<file path="src/rtl/load_store_unit_pkg.sv">
// Shared RV32 data-side constants: funct3 access widths, load/store opcodes,
// LSU FSM state encoding and the default bus timeout.
package load_store_unit_pkg;

    localparam logic [2:0] F3_B  = 3'b000;
    localparam logic [2:0] F3_H  = 3'b001;
    localparam logic [2:0] F3_W  = 3'b010;
    localparam logic [2:0] F3_BU = 3'b100;
    localparam logic [2:0] F3_HU = 3'b101;

    localparam logic [6:0] OP_LOAD  = 7'b0000011;
    localparam logic [6:0] OP_STORE = 7'b0100011;

    localparam int TIMEOUT_DEFAULT = 16;

    typedef enum logic [1:0] {
        S_IDLE,
        S_BUS_REQ,
        S_BUS_RSP,
        S_DONE
    } lsu_state_e;

    // Stores only know SB/SH/SW; loads additionally allow LBU/LHU.
    function automatic logic is_illegal(input logic we, input logic [2:0] f3);
        if (we)
            return f3 >= 3'b011;
        return (f3 == 3'b011) || (f3[2:1] == 2'b11);
    endfunction

endpackage

</file>
<file path="src/rtl/load_store_unit_if.sv">
// Word-addressed valid/ready data bus between the LSU (master) and memory (slave).
interface lsu_bus_if;
    logic        valid;
    logic        we;
    logic [31:0] addr;
    logic [3:0]  wstrb;
    logic [31:0] wdata;
    logic        ready;
    logic        rvalid;
    logic [31:0] rdata;

    modport master (output valid, we, addr, wstrb, wdata, input ready, rvalid, rdata);
    modport slave  (input valid, we, addr, wstrb, wdata, output ready, rvalid, rdata);
endinterface

</file>
<file path="src/rtl/load_store_unit_align.sv">
// Combinational byte-lane logic: store replication/strobes, load extraction with
// sign/zero extension, and request legality/alignment checks.
module lsu_align
    import load_store_unit_pkg::*;
(
    input  logic        i_we,
    input  logic [2:0]  i_funct3,
    input  logic [1:0]  i_lane,
    input  logic [31:0] i_wdata,
    input  logic [31:0] i_rdata,
    output logic        o_illegal,
    output logic        o_misaligned,
    output logic [3:0]  o_wstrb,
    output logic [31:0] o_wdata,
    output logic [31:0] o_rdata
);
    logic [7:0]  w_byte;
    logic [15:0] w_half;

    assign o_illegal    = is_illegal(i_we, i_funct3);
    assign o_misaligned = ((i_funct3[1:0] == 2'b01) && i_lane[0]) ||
                          ((i_funct3[1:0] == 2'b10) && (i_lane != 2'b00));

    always_comb begin
        o_wstrb = 4'b1111;
        o_wdata = i_wdata;
        case (i_funct3[1:0])
            2'b00: begin
                o_wstrb = 4'b0001 << i_lane;
                o_wdata = {4{i_wdata[7:0]}};
            end
            2'b01: begin
                o_wstrb = i_lane[1] ? 4'b1100 : 4'b0011;
                o_wdata = {2{i_wdata[15:0]}};
            end
            default: ;
        endcase
    end

    always_comb begin
        w_byte = i_rdata[7:0];
        case (i_lane)
            2'd1:    w_byte = i_rdata[15:8];
            2'd2:    w_byte = i_rdata[23:16];
            2'd3:    w_byte = i_rdata[31:24];
            default: w_byte = i_rdata[7:0];
        endcase
        w_half = i_lane[1] ? i_rdata[31:16] : i_rdata[15:0];

        o_rdata = i_rdata;
        case (i_funct3)
            F3_B:    o_rdata = {{24{w_byte[7]}}, w_byte};
            F3_H:    o_rdata = {{16{w_half[15]}}, w_half};
            F3_BU:   o_rdata = {24'd0, w_byte};
            F3_HU:   o_rdata = {16'd0, w_half};
            default: o_rdata = i_rdata;
        endcase
    end

endmodule

</file>
<file path="src/rtl/load_store_unit.sv">
// Data-side load/store unit: sequences one core request over the valid/ready bus,
// stalls the core meanwhile and aborts on a bus timeout.
module load_store_unit
    import load_store_unit_pkg::*;
#(
    parameter int TIMEOUT_CYCLES = TIMEOUT_DEFAULT  // must be >= 2
) (
    input  logic        i_clk,
    input  logic        i_rstn,
    input  logic        i_en,
    input  logic        i_req_valid,
    input  logic        i_req_we,
    input  logic [2:0]  i_req_funct3,
    input  logic [31:0] i_req_addr,
    input  logic [31:0] i_req_wdata,
    output logic        o_stall,
    output logic        o_done,
    output logic        o_err,
    output logic [31:0] o_rdata,
    lsu_bus_if.master   io_bus
);
    localparam int CW = $clog2(TIMEOUT_CYCLES);
    localparam logic [CW-1:0] TMO_LOAD = CW'(TIMEOUT_CYCLES - 1);

    lsu_state_e    r_state;
    logic [CW-1:0] r_cnt;
    logic          r_done, r_err, r_bus_valid, r_bus_we;
    logic [31:0]   r_rdata, r_bus_addr, r_bus_wdata;
    logic [3:0]    r_bus_wstrb;

    logic          w_illegal, w_misaligned;
    logic [3:0]    w_wstrb;
    logic [31:0]   w_wdata, w_load;

    lsu_align u_align (
        .i_we         (i_req_we),
        .i_funct3     (i_req_funct3),
        .i_lane       (i_req_addr[1:0]),
        .i_wdata      (i_req_wdata),
        .i_rdata      (io_bus.rdata),
        .o_illegal    (w_illegal),
        .o_misaligned (w_misaligned),
        .o_wstrb      (w_wstrb),
        .o_wdata      (w_wdata),
        .o_rdata      (w_load)
    );

    // Core request fields are held until done, so extraction can use them live.
    always_ff @(posedge i_clk) begin
        if (!i_rstn) begin
            r_state     <= S_IDLE;
            r_cnt       <= '0;
            r_done      <= 1'b0;
            r_err       <= 1'b0;
            r_rdata     <= '0;
            r_bus_valid <= 1'b0;
            r_bus_we    <= 1'b0;
            r_bus_addr  <= '0;
            r_bus_wstrb <= '0;
            r_bus_wdata <= '0;
        end else if (i_en) begin
            case (r_state)
                S_IDLE: begin
                    if (i_req_valid) begin
                        if (w_illegal || w_misaligned) begin
                            r_state <= S_DONE;
                            r_done  <= 1'b1;
                            r_err   <= 1'b1;
                            r_rdata <= '0;
                        end else begin
                            r_state     <= S_BUS_REQ;
                            r_cnt       <= TMO_LOAD;
                            r_bus_valid <= 1'b1;
                            r_bus_we    <= i_req_we;
                            r_bus_addr  <= {i_req_addr[31:2], 2'b00};
                            r_bus_wstrb <= i_req_we ? w_wstrb : 4'b0000;
                            r_bus_wdata <= i_req_we ? w_wdata : 32'd0;
                        end
                    end
                end
                S_BUS_REQ: begin
                    if (io_bus.ready) begin
                        r_bus_valid <= 1'b0;
                        if (r_bus_we) begin
                            r_state <= S_DONE;
                            r_done  <= 1'b1;
                            r_err   <= 1'b0;
                            r_rdata <= '0;
                        end else begin
                            r_state <= S_BUS_RSP;
                            r_cnt   <= TMO_LOAD;
                        end
                    end else if (r_cnt == '0) begin
                        r_bus_valid <= 1'b0;
                        r_state     <= S_DONE;
                        r_done      <= 1'b1;
                        r_err       <= 1'b1;
                        r_rdata     <= '0;
                    end else begin
                        r_cnt <= r_cnt - 1'b1;
                    end
                end
                S_BUS_RSP: begin
                    if (io_bus.rvalid) begin
                        r_state <= S_DONE;
                        r_done  <= 1'b1;
                        r_err   <= 1'b0;
                        r_rdata <= w_load;
                    end else if (r_cnt == '0) begin
                        r_state <= S_DONE;
                        r_done  <= 1'b1;
                        r_err   <= 1'b1;
                        r_rdata <= '0;
                    end else begin
                        r_cnt <= r_cnt - 1'b1;
                    end
                end
                S_DONE: begin
                    r_state <= S_IDLE;
                    r_done  <= 1'b0;
                    r_err   <= 1'b0;
                    r_rdata <= '0;
                end
                default: r_state <= S_IDLE;
            endcase
        end
    end

    assign o_stall = i_req_valid && (r_state != S_DONE);
    assign o_done  = r_done;
    assign o_err   = r_err;
    assign o_rdata = r_rdata;

    assign io_bus.valid = r_bus_valid;
    assign io_bus.we    = r_bus_we;
    assign io_bus.addr  = r_bus_addr;
    assign io_bus.wstrb = r_bus_wstrb;
    assign io_bus.wdata = r_bus_wdata;

endmodule
</file>
<file path="src/flat_wrapper.sv">
// flat-port wrapper written by rule: the top's interface ports become plain ports
module load_store_unit_flat import load_store_unit_pkg::*;
#(
    parameter int TIMEOUT_CYCLES = TIMEOUT_DEFAULT                 
)
  (i_clk, i_rstn, i_en, i_req_valid, i_req_we, i_req_funct3, i_req_addr, i_req_wdata, o_stall, o_done, o_err, o_rdata, io_bus_valid, io_bus_we, io_bus_addr, io_bus_wstrb, io_bus_wdata, io_bus_ready, io_bus_rvalid, io_bus_rdata);
  lsu_bus_if io_bus_i ();
  input  logic i_clk;
  input  logic i_rstn;
  input  logic i_en;
  input  logic i_req_valid;
  input  logic i_req_we;
  input  logic [2:0] i_req_funct3;
  input  logic [31:0] i_req_addr;
  input  logic [31:0] i_req_wdata;
  output logic o_stall;
  output logic o_done;
  output logic o_err;
  output logic [31:0] o_rdata;
  output wire logic [$bits(io_bus_i.valid)-1:0] io_bus_valid;
  output wire logic [$bits(io_bus_i.we)-1:0] io_bus_we;
  output wire logic [$bits(io_bus_i.addr)-1:0] io_bus_addr;
  output wire logic [$bits(io_bus_i.wstrb)-1:0] io_bus_wstrb;
  output wire logic [$bits(io_bus_i.wdata)-1:0] io_bus_wdata;
  input wire logic [$bits(io_bus_i.ready)-1:0] io_bus_ready;
  input wire logic [$bits(io_bus_i.rvalid)-1:0] io_bus_rvalid;
  input wire logic [$bits(io_bus_i.rdata)-1:0] io_bus_rdata;
  assign io_bus_valid = io_bus_i.valid;
  assign io_bus_we = io_bus_i.we;
  assign io_bus_addr = io_bus_i.addr;
  assign io_bus_wstrb = io_bus_i.wstrb;
  assign io_bus_wdata = io_bus_i.wdata;
  assign io_bus_i.ready = io_bus_ready;
  assign io_bus_i.rvalid = io_bus_rvalid;
  assign io_bus_i.rdata = io_bus_rdata;
  load_store_unit #(.TIMEOUT_CYCLES(TIMEOUT_CYCLES)) u_core (.i_clk(i_clk), .i_rstn(i_rstn), .i_en(i_en), .i_req_valid(i_req_valid), .i_req_we(i_req_we), .i_req_funct3(i_req_funct3), .i_req_addr(i_req_addr), .i_req_wdata(i_req_wdata), .o_stall(o_stall), .o_done(o_done), .o_err(o_err), .o_rdata(o_rdata), .io_bus(io_bus_i));
endmodule
</file>
<file path="config.mk">
export PLATFORM = sky130hd
export DESIGN_NAME = load_store_unit_flat
export DESIGN_NICKNAME = d
export VERILOG_FILES = /design/src/rtl/load_store_unit_pkg.sv /design/src/rtl/load_store_unit_if.sv /design/src/rtl/load_store_unit_align.sv /design/src/rtl/load_store_unit.sv /design/src/flat_wrapper.sv
export SDC_FILE = /design/constraint.sdc
export NUM_CORES = 1
export LEC_CHECK = 0
export CAP_MARGIN = 40
export CORE_MARGIN = 4
export CORE_UTILIZATION = 33
export CTS_CLUSTER_SIZE = 28
export DETAILED_ROUTE_END_ITERATION = 10
export GPL_TIMING_DRIVEN = 0
export SLEW_MARGIN = 20
export SYNTH_ARGS = -nofsm -noshare
export SYNTH_HDL_FRONTEND = slang
export SYNTH_SLANG_ARGS = --single-unit
</file>
<file path="constraint.sdc">
create_clock -name i_clk -period 2.4 [get_ports i_clk]
set_input_delay 0.48 -clock i_clk [delete_from_list [all_inputs] [get_ports i_clk]]
set_output_delay 0.48 -clock i_clk [all_outputs]
set_load 0.01 [all_outputs]
</file>
# [Yosys cells after proc, flatten, opt, wreduce, memory -nomap -nowiden]
# Cells that the tools add are included.
# Widths: inputs -> output; s select.
[totals] register_bits=108 latchBits=0 ramBits=0 rom_bits=0 out_inout_bits=105 elab_cells=102 n_memories=0
[op_classes] addsub=1 multipliers=0 div=0 magnitude_cmp=1 eq_ne=21 shifts=1 n_mux=49 bitwise_logic=1 reduce_logical=18
[op_table] operator="$pmux 32 s4" n=2
[op_table] operator="$mux 32" n=7
[op_table] operator="$pmux 32 s2" n=1
[op_table] operator="$mux 4" n=8
[op_table] operator="$pmux 8 s3" n=1
[op_table] operator="$mux 1" n=18
[op_table] operator="$mux 16" n=1
[op_table] operator="$eq 2x2->1 const B" n=6
[op_table] operator="$pmux 4 s3" n=1
[op_table] operator="$mux 2" n=5
[op_table] operator="$ne 2x2->1 const B" n=4
[op_table] operator="$pmux 1 s4" n=2
[op_table] operator="$pmux 2 s4" n=1
[op_table] operator="$pmux 4 s2" n=1
[op_table] operator="$reduce_and 4->1" n=2
[op_table] operator="$eq 2x1->1 const B" n=3
[op_table] operator="$eq 3x3->1 const B" n=2
[op_table] operator="$ne 3x2->1 const B" n=2
[op_table] operator="$reduce_and 6->1" n=1
[op_table] operator="$reduce_and 5->1" n=1
[op_table] operator="$logic_not 2->1" n=2
[op_table] operator="$logic_not 4->1" n=1
[op_table] operator="$reduce_bool 2->1" n=2
[op_table] operator="$shl 1x2->4 const A" n=1
[op_table] operator="13 further kinds" n=17

# [Logic depth before layout (Yosys ltp)]
# Gate-level depths: netlist (run 1).
[depth] word_depth=7 mapped_depth=9

# [Modules after synthesis]
# A second synthesis (run 1) with hierarchy kept.
[unflattened] hier_cells=649 area_unflattened_um2=5317.6
[by_module_without_submodules] mod="load_store_unit" n_inst=1 cells_each=454 area_each_um2=4066.4
[by_module_without_submodules] mod="lsu_align" n_inst=1 cells_each=195 area_each_um2=1251.2

# [Worst setup path after synthesis (run 1)]
# Ideal clock, no wire load.
[synth_timing] kind="input -> register" startpoint="input port i_req_addr[1]" endpoint="register u_core.r_bus_wstrb[0] (netlist: u_core.io_bus.wstrb[0])" setup_time_ps=117 arrival_time_ps=2060 setup_slack_ps=223 cell_stages=8 path_cell_list="buf_2 > or4_4 > a21oi_2 > nand2_1 > and2_1 > buf_4 > buf_6 > a22o_1"
[synth_via] elab_chain_len=6 word_cells_on_any_way=10
[synth_lines] item="start: declaration" line_no="flat_wrapper.sv:14" text="input logic [31:0] i_req_addr;"
[synth_lines] item="$reduce_bool 2->1" line_no="load_store_unit_align.sv:22" text="((i_funct3[1:0] == 2'b10) && (i_lane != 2'b00));"
[synth_lines] item="$logic_and 1x1->1" line_no="load_store_unit_align.sv:22"
[synth_lines] item="$logic_or 1x1->1" line_no="load_store_unit_align.sv:21" text="assign o_misaligned = ((i_funct3[1:0] == 2'b01) && i_lane[0]) ||"
[synth_lines] item="$logic_or 1x1->1" line_no="load_store_unit.sv:65" text="if (w_illegal || w_misaligned) begin"
[synth_lines] item="$not 1->1 (no source line)"
[synth_lines] item="$reduce_and 4->1 (no source line)"
[synth_lines] item="end signal: assignment" line_no="load_store_unit.sv:76" text="r_bus_wstrb <= i_req_we ? w_wstrb : 4'b0000;"
[synth_lines] item="end: declaration" line_no="load_store_unit.sv:29" text="logic [3:0] r_bus_wstrb;"
# Several ways; a longest one is shown, not always the timed one.
# A chain may end at the register's enable or synchronous reset.

# [Final worst setup path (run 1)]
[layout_timing] startpoint="input port i_req_we" endpoint="register u_core.r_bus_wdata[28] (netlist: u_core.io_bus.wdata[28])"
[layout_via] elab_chain_len=5 word_cells_on_any_way=6
[layout_lines] item="start: declaration" line_no="flat_wrapper.sv:12" text="input logic i_req_we;"
[layout_lines] item="$mux 1" line_no="load_store_unit_pkg.sv:25" text="if (we)"
[layout_lines] item="$mux 1" line_no="load_store_unit_pkg.sv:27" text="return (f3 == 3'b011) || (f3[2:1] == 2'b11);"
[layout_lines] item="$logic_or 1x1->1" line_no="load_store_unit.sv:65"
[layout_lines] item="$not 1->1 (no source line)"
[layout_lines] item="$reduce_and 4->1 (no source line)"
[layout_lines] item="end signal: assignment" line_no="load_store_unit.sv:77" text="r_bus_wdata <= i_req_we ? w_wdata : 32'd0;"
[layout_lines] item="end: declaration" line_no="load_store_unit.sv:28" text="logic [31:0] r_rdata, r_bus_addr, r_bus_wdata;"
# Several ways; a longest one is shown, not always the timed one.

==> flow_metrics.py, run 1 <==
metrics = {
    "status": {
        "status": "completed",
    },
    "setup_path": {
        "cp-end-kind": "flop",
        "critPathLaunch": "i_req_we",
        "worstPathArrival_ns": 2.54,
        "cp.required_ns": 2.69,
        "worstSetupEndpoint": "u_core.io_bus.wdata[28]",
        "cp_max_fo": 10,
        "reg2regPathDepth": 9,
        "critPathKind": "input port to flop",
        "r2r_slack_ns": 0.16,
        "start_kind": "input port",
        "r2r_start": "u_core.r_cnt[0]",
        "worstReg2RegEnd": "u_core.o_rdata[4]",
    },
    "final_layout": {
        "design_area_sq_mm": 0.007898,
        "drive_gt1_share_pct": 8.272,
        "fin_nets": 917,
        "fill_cells": 1454,
        "fin_util_pct": 51.76,
        "finalNonFillerCells": 1023,
        "area_growth_pct": 53.50,
    },
    "cts": {
        "cts_sinks": 108,
        "root_buffer": "clkbuf_16",
        "clk_pin_slew_worst_paths_ns": 0.08,
        "cts_tree": "yes",
        "numCtsBuffers": 9,
        "cts.path.max_buffers": 2,
        "insertion_delay_ns": 0.35,
        "h-tree-depth": 3,
        "post_cts_buffers": 0,
    },
    "routing": {
        "avgViaCountPerCell": 5.128,
        "route.vias.total": 5246,
        "dr.first_iter.drc_count": 325,
        "wl_per_cell_microns": 18.08,
        "drc": 0,
        "drt_first_pass_iters": 5,
        "final_antenna_net_count": 0,
        "totalWireLength_microns": 18500,
    },
    "die": {
        "start_util_pct": 33.72,
        "fp.dieH_microns": 132.9,
        "dieArea_sq_mm": 0.01765,
        "io_pins": 211,
        "die-width_microns": 132.9,
        "rows": 45,
        "core_area_sq_mm": 0.01526,
    },
    "global_route": {
        "grt_max_degree": 19,
        "grt_antenna_before_repair": 2,
        "grt_pass1_vias": 5114,
        "grt_pass1_wl_microns": 28660,
        "grt.overflow.total": 0,
        "grt.met3_usage_pct": 3.346,
        "grt_util_all_layers_pct": 20.22,
        "met1_usage_pct": 25.80,
        "grt.busiest_layer": "met2",
        "gr-usage-met2_pct": 33.41,
    },
    "synth": {
        "yosysWarnings": 0,
        "ys_top_cells_by_area": "dfxtp_1 42%, nand2_1 7.1%, o2bb2ai_1 5.8%",
        "synthArstFlopShare_pct": 0,
        "synthDominantCellAreaShare_pct": 42.02,
        "synth_common_cells": "108 x dfxtp_1, 97 x nand2_1, 38 x a21oi_1",
        "postSynthAreaPerCell_sq_um": 8.780,
        "synth.most_common_cell": "dfxtp_1",
        "syn_inst": 586,
        "synth_flop_cell": "dfxtp_1",
        "syn_area_sq_mm": 0.005145,
        "synth_edf_count": 0,
        "synth-seq-cells": 108,
        "yosys.area.top_type": "dfxtp_1",
        "synth_cell_types": 48,
        "synth_seq_area_share_pct": 42.02,
    },
    "job": {
        "cap_viol_max_count": 0,
    },
    "timing": {
        "hold_ws_ns": 0.4561,
        "maxSlewHeadroom_pct": 46.00,
        "slew_violations": 0,
        "clock.fmax_mhz": 445.2,
        "setup_tns_ns": 0,
        "fin_ws_ns": 0.1539,
        "hold_viol_final": 0,
        "setup_viol_count_final": 0,
        "min_period_over_period_pct": 93.59,
        "period_minus_slack_ns": 2.246,
        "fin_worst_skew_ns": 0.008925,
        "worst_slew_pin_slew_ns": 0.8071,
    },
    "placement": {
        "pre_cts_slack_ns": -0.5640,
        "place_inst": 1005,
        "gp_congestion": 0.8578,
        "dpl-instance-area_sq_mm": 0.007485,
        "io_buffers": 207,
        "hpwl_microns": 14560,
    },
    "power": {
        "vdd_drop_max_mv": 0.3435,
        "total_power_mw": 4.353,
        "total_leakage_power_nw": 2.942,
        "powerDensity_mw_per_mm2": 551.2,
    },
    "hold_path": {
        "hp-start": "u_core.io_bus.addr[3]",
        "hold_class": "flop to flop",
    },
}
[worst min path at each step]
stage / end / slack [ns] / cells past startpoint
after floorplan: u_core.r_cnt[1] / 0.46 / 2
after global placement: u_core.o_rdata[7] / 0.44 / 1
after detailed placement: u_core.o_rdata[31] / 0.45 / 1
after CTS: u_core.io_bus.addr[3] / 0.46 / 2
after global routing: u_core.o_rdata[7] / 0.48 / 1
final: u_core.io_bus.addr[3] / 0.46 / 2
[per-layer routing]
layer / part of all wire (%) / vias to the layer above
met2: 48 / 174
met3: 4.5 / 29
met1: 44 / 2491
met4: 2.9 / 0
met5: 0 / -
li1: - / 2552
[registers in the layout, summed over array words and instances, names as in the netlist]
register             cells
u_core.io_bus.valid      1
u_core.r_cnt             4
u_core.io_bus.wstrb      4
u_core.o_done            1
u_core.o_err             1
u_core.r_state           2
u_core.io_bus.we         1
u_core.io_bus.wdata     32
u_core.o_rdata          32
u_core.io_bus.addr      30
[what timing repair did]
| action | in CTS | in global routing |
|---|---|---|
| hold endpoints to repair | 0 | 0 |
| gates resized for setup | 11 | 16 |
| setup endpoints to repair | 42 | 62 |
| hold buffers | 0 | 0 |
[cell families after synthesis]
logic type / count (synthesis) / synth area share (%)
other: 1 / 0.07289
adder cells (fa/ha/maj): 6 / 1.459
AND/OR/NAND/NOR: 194 / 18.04
buffers and inverters: 56 / 5.228
multiplexers: 36 / 7.271
flip-flops: 108 / 42.02
AO/OA/AOI/OAI: 185 / 25.90
[worst max-delay path, stage by stage]
cell and delay, ns:
clkdlybuf4s50_1 0.52, a221o_1 0.43, a21oi_4 0.19, and2_1 0.14, buf_4 0.15, and3_1 0.18
buf_6 0.15, buf_6 0.15, a22o_1 0.14
[cell type report]
class | count | area, sq um | area share [%]
Antenna cell | 2 | 5.005 | 0.06337
Buffer | 45 | 244.0 | 3.089
Clock buffer | 10 | 239.0 | 3.026
Clock inverter | 6 | 95.09 | 1.204
Inverter | 11 | 41.29 | 0.5228
Multi-Input combinational cell | 423 | 2769 | 35.06
Sequential cell | 108 | 2165 | 27.41
Tap cell | 211 | 264.0 | 3.343
Timing Repair Buffer | 207 | 2076 | 26.28
[cells in the final DEF (no fill, tap or decap), types with 8 or more instances in the layout]
cell / count
nand2_1: 96
dfxtp_1: 106
inv_1: 11
a21oi_1: 38
a21boi_0: 32
and3b_1: 8
clkbuf_16: 9
clkdlybuf4s50_1: 204
buf_2: 8
nand3_1: 10
o2bb2ai_1: 34
o21ai_0: 17
and3_1: 8
a31oi_1: 11
mux2_2: 11
nor2b_1: 9
mux2i_1: 25
clkbuf_1: 19
nor2_1: 30
a22o_1: 18
[report_power, final]
group          internal (mW)  switching, mW  leakage [nW]
Clock                  0.955          0.705         0.157
Sequential              1.84         0.0337         0.874
Combinational          0.411          0.411          1.91
Total                   3.20           1.15          2.94
Note: power is estimated with default switching activity, not from simulation.
==> run 2, diff against run 1 <==
- CAP_MARGIN: 40 -> 25
- CORE_UTILIZATION: 33 -> 30
==> run 2 against run 1 <==
- register-to-register slack improved by 0.04 ns
- worst setup slack got worse by 0.11 ns
- via count increased by 0.65%
- clock skew increased by 0.0033 ns
- utilization decreased by 4.6 points
- critical path depth decreased by 3
- sequential power about the same
- highest routed layer unchanged
- fmax decreased by 4.5%
- sequential cell count unchanged
- final area decreased by 0.17%
- count of clock-buffer cells in the layout increased by 1
- critical endpoint is now u_core.io_bus.wdata[8]
- wire length increased by 2.7%
==> flow_metrics.py, run 2 (synthesis gave the netlist of run 1 again) <==
metrics = {
    "global_route": {
        "grt_max_degree": 18,
        "grt_antenna_before_repair": 1,
        "grt.overflow.total": 0,
        "grt_pass1_vias": 5234,
        "grt_pass1_wl_microns": 29560,
        "grt_util_all_layers_pct": 18.97,
    },
    "final_layout": {
        "fin_nets": 918,
        "multi_input_area_sq_mm": 0.002774,
        "seq_area_sq_mm": 0.002165,
        "finalNonFillerCells": 1032,
        "area_growth_pct": 53.23,
        "fill_cells": 1605,
        "layout_commonest_cell": "clkdlybuf4s50_1",
        "final_cell_mix": "204 x clkdlybuf4s50_1, 106 x dfxtp_1, 96 x nand2_1",
        "design_area_sq_mm": 0.007884,
        "drive_gt1_share_pct": 8.261,
    },
    "cts": {
        "insertion_delay_ns": 0.36,
        "cts_sinks": 108,
        "cts_tree": "yes",
        "hold_buffers": 0,
        "numCtsBuffers": 9,
        "root_buffer": "clkbuf_16",
        "clk_pin_slew_worst_paths_ns": 0.07,
        "cts.path.max_buffers": 2,
        "h-tree-depth": 3,
    },
    "power": {
        "total_leakage_power_nw": 2.927,
        "vdd_drop_max_mv": 0.2936,
        "powerDensity_mw_per_mm2": 540.0,
    },
    "timing": {
        "period_minus_slack_ns": 2.352,
        "setup_viol_count_final": 0,
        "hold_viol_final": 0,
        "fin_ws_ns": 0.04785,
        "maxSlewHeadroom_pct": 41.05,
        "slew_violations": 0,
        "fin_worst_skew_ns": 0.01220,
        "min_period_over_period_pct": 98.01,
        "worst_slew_pin_slew_ns": 0.8810,
        "clock.fmax_mhz": 425.1,
        "setup_tns_ns": 0,
    },
    "routing": {
        "avgViaCountPerCell": 5.116,
        "totalWireLength_microns": 19000,
        "final_antenna_net_count": 0,
        "wl_per_cell_microns": 18.41,
        "route.vias.total": 5280,
        "dr.first_iter.drc_count": 377,
        "drc": 0,
        "drt_first_pass_iters": 5,
    },
    "job": {
        "cap_viol_max_count": 0,
    },
    "status": {
        "status": "completed",
    },
    "hold_path": {
        "hold_class": "flop to flop",
    },
    "setup_path": {
        "cp-end-kind": "flop",
        "cp_max_fo": 10,
        "r2r_slack_ns": 0.20,
        "cp.required_ns": 2.63,
        "start_kind": "input port",
        "worstPathArrival_ns": 2.59,
        "critPathKind": "input port to flop",
    },
    "placement": {
        "io_buffers": 207,
        "place_inst": 1014,
        "dpl-instance-area_sq_mm": 0.007496,
        "hpwl_microns": 14790,
        "pre_cts_slack_ns": -0.5667,
        "gp_congestion": 0.8984,
    },
    "die": {
        "io_pins": 211,
        "die-width_microns": 139.0,
        "start_util_pct": 30.81,
        "core_area_sq_mm": 0.01670,
        "fp.dieH_microns": 139.0,
        "rows": 47,
        "dieArea_sq_mm": 0.01931,
    },
}
## run 2: cell types whose count changed in the layout (fill, tap and decap cells not counted), sizes merged
cell    before  now
clkinv       0    1
clkbuf      38   37
buf         17   20
diode        2    1
inv         13   12
bufinv       2    1
## run 2: metal layers
layer / track usage [%] / wire length, microns / vias to the layer above / part of all wire (%)
met2: 31.88 / 9332 / 169 / 49
met1: 24.61 / 8416 / 2536 / 44
met3: 3.138 / 805 / 29 / 4.2
li1: - / - / 2546 / -
met5: 0 / 0 / - / 0
met4: 6.797 / 444 / 0 / 2.3
## run 2: what timing repair did
action                     CTS  global route
setup buffers                0             1
pin swaps                    0             2
setup endpoints to repair   46            70
gates cloned                 0             0
resized for setup           13            14
## run 2: final timing paths
check	cells after the start	start	to
worst min register to register	1	u_core.o_rdata[24]	u_core.o_rdata[24]
worst max register to register	8	u_core.r_state[1]	u_core.o_rdata[27]
worst min-delay path	1	u_core.o_rdata[24]	u_core.o_rdata[24]
worst max-delay path	6	i_req_funct3[1]	u_core.io_bus.wdata[8]
## run 2: per-stage QoR
stage | utilization (%) | hold slack [ns] | power (mW)
3_5_place_dp | 44.88 | 0.4477 | 2.718
2_1_floorplan | - | 0.4620 | 2.322
3_3_place_gp | 44.88 | 0.4433 | 2.701
5_1_grt | 47.21 | 0.4814 | 4.434
6_report | 47.21 | 0.4630 | 4.258
4_1_cts | 46.94 | 0.4611 | 4.271
## run 2: power breakdown
group	internal [mW]	switching, mW	total (mW)
registers	1.84	0.0359	1.87
clock network	0.842	0.704	1.55
logic	0.420	0.419	0.839
## run 2: critical path: stages
cell	delay, ns
clkdlybuf4s50_1	0.47
clkbuf_1	0.27
nor2_1	0.74
mux2_2	0.43
nand3_1	0.09
a21boi_0	0.09
## run 2: area by class of cell
type | count | share of cell area [%]
repair buffers | 208 | 26.42
clock inverters | 5 | 0.7459
clock buffers | 11 | 3.079
plain buffers | 45 | 3.063
multi-input cells | 423 | 35.18
diodes | 1 | 0.03174
well taps | 220 | 3.492
flip-flops and latches | 108 | 27.46
inverters | 11 | 0.5237
==> run 3, diff against run 2 <==
- ABC_CLOCK_PERIOD_IN_PS: default -> 2350
- clock period: 2.4 -> 2.35 ns (I/O delays scaled with it)
==> run 3 against run 2 <==
- die area stayed put
- register-to-register slack worse by 0.04 ns
- critical path type unchanged
- sequential cell count did not move
- cell count barely moved
- non-clock buffer count grew 1
- count of clock-buffer cells in the layout is the same
- largest cell class unchanged
- via count increased by 0.13%
- highest routed layer unchanged
- utilization grew 0.067 points
==> flow_metrics.py, run 3 (synthesis gave the netlist of run 1 again) <==
metrics = {
    "die": {
        "rows": 47,
        "core_area_sq_mm": 0.01670,
        "dieArea_sq_mm": 0.01931,
        "die-width_microns": 139.0,
        "io_pins": 211,
        "start_util_pct": 30.81,
        "fp.dieH_microns": 139.0,
    },
    "setup_path": {
        "start_kind": "input port",
        "r2r_start": "u_core.r_state[1]",
        "reg2regPathDepth": 8,
        "r2r_slack_ns": 0.16,
        "worstSetupEndpoint": "u_core.io_bus.wdata[8]",
        "worstPathArrival_ns": 2.49,
        "crit_path_cell_trace": "clkdlybuf4s50_1 > clkbuf_2 > nor2_1 > mux2_2 > nand3_1 > a21boi_0",
        "cp_max_fo": 10,
        "cp-end-kind": "flop",
        "worstReg2RegEnd": "u_core.o_rdata[27]",
        "critPathKind": "input port to flop",
        "max_stage_delay_ns": 0.71,
        "cp.required_ns": 2.58,
        "critPathLaunch": "i_req_funct3[1]",
        "slowest_stage": "nor2_1",
    },
    "placement": {
        "io_buffers": 207,
        "hpwl_microns": 14790,
        "pre_cts_slack_ns": -0.6067,
        "dpl-instance-area_sq_mm": 0.007496,
        "gp_congestion": 0.8984,
        "place_inst": 1014,
    },
    "timing": {
        "hold_ws_ns": 0.4630,
        "slew_violations": 0,
        "clock.fmax_mhz": 444.1,
        "fin_worst_skew_ns": 0.01212,
        "fin_ws_ns": 0.09810,
        "setup_viol_count_final": 0,
        "min_period_over_period_pct": 95.83,
        "period_minus_slack_ns": 2.252,
        "hold_viol_final": 0,
        "worst_slew_pin_slew_ns": 0.8813,
        "setup_tns_ns": 0,
        "maxSlewHeadroom_pct": 41.03,
    },
    "final_layout": {
        "fin_util_pct": 47.27,
        "finalNonFillerCells": 1033,
        "final_cell_mix": "204 x clkdlybuf4s50_1, 106 x dfxtp_1, 96 x nand2_1",
        "design_area_sq_mm": 0.007895,
        "fin_nets": 919,
        "layout_commonest_cell": "clkdlybuf4s50_1",
        "fill_cells": 1606,
        "area_growth_pct": 53.45,
        "drive_gt1_share_pct": 8.621,
    },
    "global_route": {
        "grt_util_all_layers_pct": 19.01,
        "grt_max_degree": 18,
        "grt_antenna_before_repair": 1,
        "grt_pass1_vias": 5245,
        "grt.overflow.total": 0,
        "grt_pass1_wl_microns": 29640,
    },
    "cts": {
        "cts_sinks": 108,
        "insertion_delay_ns": 0.36,
        "root_buffer": "clkbuf_16",
        "cts_tree": "yes",
        "cts.path.max_buffers": 2,
        "clk_pin_slew_worst_paths_ns": 0.07,
        "h-tree-depth": 3,
        "numCtsBuffers": 9,
    },
    "job": {
        "cap_viol_max_count": 0,
    },
    "routing": {
        "route.vias.total": 5287,
        "totalWireLength_microns": 19010,
        "drc": 0,
        "drt_first_pass_iters": 5,
        "dr.first_iter.drc_count": 384,
        "final_antenna_net_count": 0,
        "avgViaCountPerCell": 5.118,
        "wl_per_cell_microns": 18.41,
    },
    "power": {
        "switchingPower_mw": 1.185,
        "intPower_mw": 3.167,
        "p_clk_share_pct": 36.3,
        "vdd_drop_max_mv": 0.3008,
        "powerDensity_mw_per_mm2": 551.3,
        "total_power_mw": 4.352,
        "p_seq_share_pct": 43.9,
        "total_leakage_power_nw": 2.928,
        "combPwrFrac_pct": 19.8,
        "switching_share_pct": 27.24,
    },
    "hold_path": {
        "hold_class": "flop to flop",
    },
    "status": {
        "status": "completed",
    },
}
==> run 3: cell count changes in the layout (fill, tap and decap cells not counted), sizes merged <==
cell and delta:
buf +1, dlygate4sd2 +1, dlymetal6s2s -1
==> run 3: final cells by class <==
class	count	area, sq um	share of cell area, %
Timing Repair Buffer	209	2087	26.43
Inverter	11	41.29	0.5230
Clock buffer	11	242.7	3.074
Multi-Input combinational cell	423	2780	35.21
Sequential cell	108	2165	27.42
Antenna cell	1	2.502	0.03170
Tap cell	220	275.3	3.487
Clock inverter	5	58.81	0.7448
Buffer	45	242.7	3.074
==> run 3: worst min path at each step <==
stage | start | to | slack, ns | cells after the start
5_1_grt | u_core.io_bus.addr[9] | u_core.io_bus.addr[9] | 0.48 | 2
6_report | u_core.o_rdata[24] | u_core.o_rdata[24] | 0.46 | 1
3_5_place_dp | u_core.o_rdata[17] | u_core.o_rdata[17] | 0.45 | 1
2_1_floorplan | u_core.r_cnt[1] | u_core.r_cnt[1] | 0.46 | 2
4_1_cts | u_core.io_bus.addr[4] | u_core.io_bus.addr[4] | 0.46 | 2
3_3_place_gp | u_core.io_bus.addr[3] | u_core.io_bus.addr[3] | 0.44 | 2
==> run 3: metal layers <==
| layer | track usage, % | vias up | wire (microns) |
|---|---|---|---|
| met4 | 6.797 | 0 | 422 |
| met1 | 24.66 | 2555 | 8382 |
| li1 | - | 2547 | - |
| met3 | 3.138 | 25 | 825 |
| met5 | 0 | - | 0 |
| met2 | 31.99 | 160 | 9383 |
==> run 3: worst max-delay path, delay by kind of cell <==
kind	cells	cell delay, ns
AO/OA/AOI/OAI	1	0.09
buffers and inverters	2	0.69
multiplexers	1	0.43
AND/OR/NAND/NOR	2	0.80
==> run 3: repair_timing <==
item                                    in CTS  in global routing
endpoints found under the setup margin      51                 68
hold buffers                                 0                  0
gates resized for setup                     17                 12
setup buffers                                0                  2
pin swaps                                    0                  2
==> run 3: power groups by stage <==
| stage | Sequential (mW) | Combinational [mW] | Clock (mW) |
|---|---|---|---|
| finish | 1.91 | 0.862 | 1.58 |
| global route | 1.92 | 0.935 | 1.68 |
| CTS | 1.91 | 0.841 | 1.61 |
| detailed placement | 1.95 | 0.823 | 0 |
| global placement | 1.95 | 0.809 | 0 |
| floorplan | 1.96 | 0.411 | 0 |
